--- src/rtl/rotfpga_scan_loader.sv ---
// -----------------------------------------------------------------------------
// rotfpga_scan_loader
//
// Purpose
//   Streams configuration bytes into the rotatable-tile FPGA core's scan
//   chain, LSB first, for exactly CHAIN_LEN bits. While it shifts, it captures
//   the bits leaving the chain and returns them as readback bytes. A full load
//   therefore also dumps the previous configuration.
//
//   Each byte costs one accept cycle plus up to eight shift cycles. When
//   CHAIN_LEN is not a multiple of 8, only the low CHAIN_LEN mod 8 bits of the
//   last byte are shifted. The unused upper bits of that readback byte read 0.
//
// Parameters
//   CHAIN_LEN  total scan-chain length in bits (>= 1)
//   CNT_W      bit-counter width, 2**CNT_W > CHAIN_LEN
//
// Ports
//   clk       in   system clock, rising edge
//   rst_n     in   asynchronous active-low reset
//   start     in   begin a load (sampled only while idle)
//   abort     in   synchronous abort, highest priority
//   in_data   in   configuration byte, bit 0 shifted first
//   in_valid  in   in_data valid
//   in_ready  out  loader accepts a byte this cycle (decoded from state)
//   scan_en   out  scan enable to the core
//   scan_do   out  serial data into the core chain
//   scan_di   in   serial data out of the core chain
//   rb_data   out  readback byte, bit i = i-th bit captured in that byte
//   rb_valid  out  one-cycle strobe qualifying rb_data (no back-pressure)
//   busy      out  high in every state except idle (decoded from state)
//   done      out  one-cycle strobe when the last chain bit has been shifted
// -----------------------------------------------------------------------------
module rotfpga_scan_loader #(
    parameter int CHAIN_LEN = 512,
    parameter int CNT_W     = 10
) (
    input  logic       clk,
    input  logic       rst_n,
    input  logic       start,
    input  logic       abort,
    input  logic [7:0] in_data,
    input  logic       in_valid,
    output logic       in_ready,
    output logic       scan_en,
    output logic       scan_do,
    input  logic       scan_di,
    output logic [7:0] rb_data,
    output logic       rb_valid,
    output logic       busy,
    output logic       done
);

    typedef enum logic [1:0] {
        S_IDLE  = 2'd0,
        S_LOAD  = 2'd1,
        S_SHIFT = 2'd2
    } state_t;

    // Counter value held while the final chain bit is on the pins.
    localparam logic [CNT_W-1:0] LAST_BIT = CNT_W'(CHAIN_LEN - 1);

    state_t           state_q,    state_d;
    logic [CNT_W-1:0] cnt_q,      cnt_d;      // bits shifted so far in this load
    logic [2:0]       bit_q,      bit_d;      // byte-local bit index k
    logic [7:0]       tx_q,       tx_d;       // byte being shifted out
    logic [7:0]       rx_q,       rx_d;       // bits captured for this byte
    logic             scan_en_q,  scan_en_d;
    logic             scan_do_q,  scan_do_d;
    logic [7:0]       rb_data_q,  rb_data_d;
    logic             rb_valid_q, rb_valid_d;
    logic             done_q,     done_d;

    // Helper terms for the SHIFT state.
    logic       chain_end;
    logic       byte_end;
    logic [2:0] bit_nxt;
    logic [7:0] rx_cap;

    // -------------------------------------------------------------------------
    // State and datapath registers
    // -------------------------------------------------------------------------
    // Reset is asynchronous on every register. This lets scan_en drop as soon
    // as rst_n falls, even in the middle of a shift.
    always_ff @(posedge clk or negedge rst_n) begin
        if (!rst_n) begin
            state_q    <= S_IDLE;
            cnt_q      <= '0;
            bit_q      <= '0;
            tx_q       <= '0;
            rx_q       <= '0;
            scan_en_q  <= 1'b0;
            scan_do_q  <= 1'b0;
            rb_data_q  <= '0;
            rb_valid_q <= 1'b0;
            done_q     <= 1'b0;
        end else begin
            state_q    <= state_d;
            cnt_q      <= cnt_d;
            bit_q      <= bit_d;
            tx_q       <= tx_d;
            rx_q       <= rx_d;
            scan_en_q  <= scan_en_d;
            scan_do_q  <= scan_do_d;
            rb_data_q  <= rb_data_d;
            rb_valid_q <= rb_valid_d;
            done_q     <= done_d;
        end
    end

    // -------------------------------------------------------------------------
    // Next-state and registered-output logic
    // -------------------------------------------------------------------------
    always_comb begin
        state_d    = state_q;
        cnt_d      = cnt_q;
        bit_d      = bit_q;
        tx_d       = tx_q;
        rx_d       = rx_q;
        scan_en_d  = 1'b0;
        scan_do_d  = 1'b0;
        rb_data_d  = rb_data_q;
        rb_valid_d = 1'b0;
        done_d     = 1'b0;

        // A byte ends after bit 7, or earlier when it is the last chain bit.
        chain_end = (cnt_q == LAST_BIT);
        byte_end  = (bit_q == 3'd7) || chain_end;
        bit_nxt   = bit_q + 3'd1;

        // rx_q is cleared when a byte is accepted, so bits past a partial
        // last byte stay 0 in the readback.
        rx_cap         = rx_q;
        rx_cap[bit_q]  = scan_di;

        if (abort) begin
            // Abort beats everything else. The defaults drop scan_en/scan_do
            // and suppress rb_valid and done.
            state_d = S_IDLE;
        end else begin
            unique case (state_q)
                S_IDLE: begin
                    if (start) begin
                        state_d = S_LOAD;
                        cnt_d   = '0;
                        bit_d   = '0;
                    end
                end

                S_LOAD: begin
                    // in_ready is high for the whole of LOAD. Accepting a byte
                    // drives its bit 0 onto the pins for the first shift edge.
                    if (in_valid) begin
                        tx_d      = in_data;
                        rx_d      = '0;
                        bit_d     = '0;
                        scan_en_d = 1'b1;
                        scan_do_d = in_data[0];
                        state_d   = S_SHIFT;
                    end
                end

                S_SHIFT: begin
                    // The core shifts on this edge, and scan_di is sampled on
                    // the same edge.
                    rx_d  = rx_cap;
                    cnt_d = cnt_q + 1'b1;
                    bit_d = bit_nxt;
                    if (byte_end) begin
                        rb_valid_d = 1'b1;
                        rb_data_d  = rx_cap;
                        if (chain_end) begin
                            done_d  = 1'b1;
                            state_d = S_IDLE;
                        end else begin
                            state_d = S_LOAD;
                        end
                    end else begin
                        scan_en_d = 1'b1;
                        scan_do_d = tx_q[bit_nxt];
                    end
                end

                default: begin
                    state_d = S_IDLE;
                end
            endcase
        end
    end

    // -------------------------------------------------------------------------
    // Outputs
    // -------------------------------------------------------------------------
    // scan_do_d is forced to 0 whenever scan_en_d is 0, so scan_do is low
    // whenever the chain is not enabled.
    assign scan_en  = scan_en_q;
    assign scan_do  = scan_do_q;
    assign rb_data  = rb_data_q;
    assign rb_valid = rb_valid_q;
    assign done     = done_q;

    // Handshake and status are decoded from the registered state.
    assign in_ready = (state_q == S_LOAD);
    assign busy     = (state_q != S_IDLE);

endmodule
--- config.mk ---
export PLATFORM = sky130hd
export DESIGN_NAME = rotfpga_scan_loader
export DESIGN_NICKNAME = d
export VERILOG_FILES = /design/src/rtl/rotfpga_scan_loader.sv
export SDC_FILE = /design/constraint.sdc
export NUM_CORES = 1
export LEC_CHECK = 0
export ABC_AREA = 1
export CAP_MARGIN = 20
export CELL_PAD_IN_SITES_DETAIL_PLACEMENT = 0
export CELL_PAD_IN_SITES_GLOBAL_PLACEMENT = 1
export CORE_MARGIN = 5
export CORE_UTILIZATION = 41
export CTS_CLUSTER_SIZE = 12
export DETAILED_ROUTE_END_ITERATION = 10
export HOLD_SLACK_MARGIN = 0.12
export MAX_ROUTING_LAYER = met4
export PLACE_DENSITY = 0.89
export REMOVE_ABC_BUFFERS = 1
export SLEW_MARGIN = 15
export SYNTH_ARGS = -nofsm -noshare
export SYNTH_HDL_FRONTEND = slang
export SYNTH_SLANG_ARGS = --single-unit
--- constraint.sdc ---
create_clock -name clk -period 1.9 [get_ports clk]
set_input_delay 0.19 -clock clk [delete_from_list [all_inputs] [get_ports clk]]
set_output_delay 0.19 -clock clk [all_outputs]
set_load 0.05 [all_outputs]
; After elaboration in Yosys (flattened, before gate mapping)
; Index checks and enable logic that the tools add are counted.
[totals]
word_cells = 71
inputBits = 14
register_bits = 43
out_inout_bits = 14
[op_classes]
bitwise_logic = 1
addsub = 2
reduce_logical = 13
n_lt_le_gt_ge = 3
n_eq_ne = 9
mux = 33
[op_table]
columns = cell, count
row1 = $pmux 10 s2, 1
row2 = $mux 1, 16
row3 = $pmux 8 s2, 1
row4 = $reduce_and 3->1, 5
row5 = $add 10x1->10 const B, 1
row6 = $eq 10x9->1 const B, 1
row7 = $mux 10, 1
row8 = $ne 3x3->1 const B, 3
row9 = $pmux 3 s3, 1
row10 = $bwmux 8, 1
row11 = $lt 3x4->1 const B, 2
row12 = $mux 2, 4
row13 = $mux 8, 1
row14 = $mux 3, 2
row15 = $pmux 2 s3, 1
row16 = $reduce_bool 2->1, 3
row17 = $ne 2x2->1 const B, 2
row18 = $pmux 1 s2, 2
row19 = $reduce_and 4->1, 1
row20 = $add 3x1->3 const B, 1
row21 = $bmux 1 s3, 1
row22 = $demux 1 s3, 1
row23 = $eq 3x3->1 const B, 1
row24 = $ge 3x1->1 const B, 1
row25 = other kinds (7), 7

; Depth between registers and ports, before layout
; Gate-level depths: netlist of the first run.
[depth]
word_depth = 6
depth_mapped = 11
ltp_nobuf = 10

; Worst setup path before layout of the first run
; OpenSTA, ideal clock, no wires.
[synth_timing]
path_kind = flip-flop to flip-flop
start = reg state_q[1]
end = reg rx_q[0]
required_ps = 1764
path_buffers = 0
period_less_slack_ps = 1836
path_stages_with_launch = 6
arrival_ps = 1700
setup_slack_ps = 64
setup_time_ps = 136
path_cell_list = dfrtp_1 -> inv_1 -> ha_1 -> nand3_2 -> o21ai_1 -> o22ai_1
[synth_via]
elab_chain_len = 3
elab_cells_between_ends = 6
classes_between = 3 x eq/ne / 1 x mux / 2 x reduce/logical
[synth_rtl]
columns = item, line
row1 = start: declaration, 63  ; state_t state_q, state_d;
row2 = start signal: assignment, 98  ; state_q <= state_d;
row3 = $eq 2x1->1 *, -
row4 = named net in_ready, 44  ; output logic in_ready,
row5 = $ne 2x2->1 (no source line) / $reduce_bool 2->1 (equally long branches), -
row6 = $reduce_and 3->1 (no source line), -
row7 = end signal: assignment, 102  ; rx_q <= rx_d;
row8 = end: declaration, 67  ; logic [7:0] rx_q, rx_d;
; The timed path passes the listed nets; every way through them passes the cells marked *.
; A chain may end at the register's enable or synchronous reset.

; Final worst setup path of the first run
[layout_timing]
start = reg state_q[0]
end = reg cnt_q[4]
[layout_via]
elab_chain_len = 3
elab_cells_between_ends = 6
classes_between = 2 x eq/ne / 1 x mux / 3 x reduce/logical
[layout_rtl]
columns = item, line
row1 = $eq 2x2->1 / $logic_not 2->1 (equally long branches), 141  ; unique case (state_q)
row2 = $reduce_bool 2->1 (no source line) / $ne 2x2->1 (equally long branches), -
row3 = $reduce_and 3->1 (no source line), -
row4 = end signal: assignment, 99  ; cnt_q <= cnt_d;
row5 = end: declaration, 64  ; logic [CNT_W-1:0] cnt_q, cnt_d;
; Several ways; a longest one is shown, not always the timed one.

==> qor.yml, run 1 <==
logic_synthesis:
  yosysMostFrequentCell: "nand2_1"
  ys.flop_type: "dfrtp_1"
  synth-edff-count: 0
  yosys_warnings: 0
  ys_ff_latch: 43
  synth_common_cells: "nand2_1, dfrtp_1, inv_1, nand3_1, nor2_1"
  syn_area_um2: 2230
  ys_async_sr_fraction_pct: 100
  syn_area_per_cell_um2: 8.45
  yosysSeqAreaShare_pct: 48.3
  synth.distinct_cells: 28
  synth_area_leader_cell: "dfrtp_1"
  postSynthCellCount: 264
  synth_top_area_share_pct: 48.3
  synth_area_leaders: "dfrtp_1, nand2_1, inv_1"
finish:
  nFillCells: 496
  area_growth_pct: 23.5
  diodes: 0
  seq_area_um2: 1080
  nets: 326
  drive_gt1_share_pct: 13.2
  multiInputGateArea_um2: 986
power:
  power_frac_clock_pct: 21.2
  seqPwrFrac_pct: 42.3
  power.share.switching_pct: 36.4
  p_per_area_nw_per_um2: 1060
  comb_power_share_pct: 36.5
  power_switching_w: 0.00106
  max-vdd-ir-drop_mv: 0.521
  leakage_nw: 1.25
  internal-power_w: 0.00186
cts:
  path_clk_slew_ns: 0.08
  cts_tree: "yes"
  cts.root.buffer_cell: "clkbuf_8"
  clock-sinks: 43
  htreeDepth: 2
  numCtsBuffers: 5
  clkLatencyLatePin_ns: 0.30
  cts_buffer_depth: 2
min_path:
  hold_path.class: "in -> reg"
timing:
  worst_slew_pin_slew_ns: 0.535
  period_share_pct: 89.4
  rsz0062_at_grt: "false"
  slew_violations: 0
  finalClockSkew_ns: 0.00915
  layout_setup_ws_ns: 0.201
  finalCriticalPeriod_ns: 1.70
  fmax_mhz: 589
  setup_viol: 0
  hold_viol: 0
  tns_ns: 0
  maxSlewHeadroom_pct: 64.3
drt:
  drt_wl_total_mm: 4.41
  wl_per_cell_um: 11.8
  viasPerCell: 4.84
  drt_iter0_markers: 132
  dr.pass1.iters: 4
  drc: 0
  vias: 1810
  final_antenna_net_count: 0
grt:
  grtUsageTotal_pct: 14.0
  grt.busiest_layer: "met2"
  grtUsageMet2_pct: 22.4
  grt_pass1_wl_mm: 7.93
  grt_overflow: 0
  grt_pass1_vias: 1797
  use_met1_pct: 17.3
  antenna_found_initial: 0
  grt_start_max_net_pins: 44
  use_met3_pct: 2.67
worst_setup_path:
  cp.required_ns: 2.09
  start_kind: "flop"
  crit_type: "reg -> reg"
  critPathArrivalTime_ns: 1.89
  cp-end-kind: "flop"
  worst-path-max-fanout: 7
placed_design:
  portBuffers: 27
  gp_congestion: 0.825
  preCtsSetupSlack_ns: 0.147
  hpwl_mm: 3.21
run:
  max-cap-violations: 0
floorplan:
  num_rows: 26
  die_w_um: 83.7
  initial_utilization_pct: 42.8
  die_h_um: 83.7
  io_pins: 28
  die_area_um2: 7010
  core_um2: 5200
outcome:
  status: "completed"
[per-stage QoR]
step	instances	hold WS, ns	total power, W	utilization [%]	cell area (um^2)
finish	374	0.473	0.00292	52.9	2750
CTS	372	0.460	0.00296	52.5	2730
global route	374	0.489	0.00315	52.9	2750
global placement	363	0.296	0.00230	50.4	2620
floorplan	260	-0.106	0.00195	-	2200
detailed placement	363	0.298	0.00232	50.4	2620
[logic make-up (layout without fill, tap and decap cells)]
logic type               count (synthesis)  count (layout)  synth area share [%]
AND/OR/NAND/NOR                        116             116                  24.0
AO/OA/AOI/OAI                           45              45                  11.3
multiplexers                             7               7                  3.54
adder cells (fa/ha/maj)                  9               9                  5.05
buffers and inverters                   44              84                  7.86
flip-flops                              43              43                  48.3
[power groups by stage]
stage | clock (W) | combinational [W] | sequential [W]
floorplan | 0 | 0.000672 | 0.00128
global placement | 0 | 0.00106 | 0.00124
detailed placement | 0 | 0.00107 | 0.00125
CTS | 0.000646 | 0.00108 | 0.00124
global route | 0.000675 | 0.00121 | 0.00126
finish | 0.000621 | 0.00107 | 0.00124
[cells in the final DEF (no fill, tap or decap), drive strengths merged]
cell           Yosys  routed
dfrtp             43      43
nand4              3       3
clkinv             0       1
a21oi             15      15
nor3               5       5
a31oi              2       2
inv               40      40
buf                3      11
or2                1       1
nand2             55      55
nand3b             1       1
o21ai             20      20
mux2               7       7
clkbuf             1       6
dlygate4sd3        0       1
clkdlybuf4s50      0      24
nor2              25      25
nor4               1       1
and3               1       1
nand3             24      24
clkinvlp           0       1
o22ai              8       8
ha                 9       9
[state kept, by name, indices dropped and copies added, names as in the netlist]
register	flops
scan_do	1
rb_data	8
bit_q	3
done	1
rx_q	8
tx_q	8
scan_en	1
state_q	2
rb_valid	1
cnt_q	10
[critical path: stages (launching register included)]
cell	delay (ns)
dfrtp_1	0.48
inv_1	0.12
ha_1	0.25
a21oi_1	0.19
nand2_1	0.16
nor2_1	0.16
inv_1	0.11
nand2_1	0.08
nor2_1	0.04
[metal layers]
metal	vias to the layer above	part of all wire, %
met1	831	49
li1	941	-
met3	7	3.7
met5	-	0
met2	31	45
met4	0	1.9
[cell type report]
| class | count | area share, % |
|---|---|---|
| Tap cell | 70 | 3.18 |
| Inverter | 40 | 5.45 |
| Clock inverter | 2 | 0.591 |
| Timing Repair Buffer | 36 | 12.9 |
| Multi-Input combinational cell | 177 | 35.8 |
| Clock buffer | 6 | 3.00 |
| Sequential cell | 43 | 39.1 |
[worst paths after layout]
| path | startpoint | to | slack (ns) | depth (start not counted) |
|---|---|---|---|---|
| worst max-delay path | state_q[0] | cnt_q[4] | 0.20 | 8 |
| worst min-delay path | in_data[0] | tx_q[0] | 0.47 | 3 |
| worst max register to register | state_q[0] | cnt_q[4] | 0.20 | 8 |
| worst min register to register | tx_q[0] | tx_q[0] | 0.50 | 2 |
| max in group asynchronous | rst_n | done | 1.03 | 3 |
| min in group asynchronous | rst_n | rx_q[7] | 0.51 | 3 |
[repair_timing]
action,4_1_cts,5_1_grt
endpoints found under the hold margin,43,0
setup endpoints to repair,0,4
resized for setup,0,2
buffers inserted,0,2
hold buffers,1,0
(Power assumes the default switching activity.)
==> run 2, diff against run 1 <==
--- a/config.mk
+++ b/config.mk
@@ -11,7 +11,6 @@
 export CELL_PAD_IN_SITES_GLOBAL_PLACEMENT = 1
 export CORE_MARGIN = 5
 export CORE_UTILIZATION = 41
-export CTS_CLUSTER_SIZE = 12
 export DETAILED_ROUTE_END_ITERATION = 10
 export HOLD_SLACK_MARGIN = 0.12
 export MAX_ROUTING_LAYER = met4
==> results of run 2 <==
Final layout, timing and power as in run 1 (identical DEF).
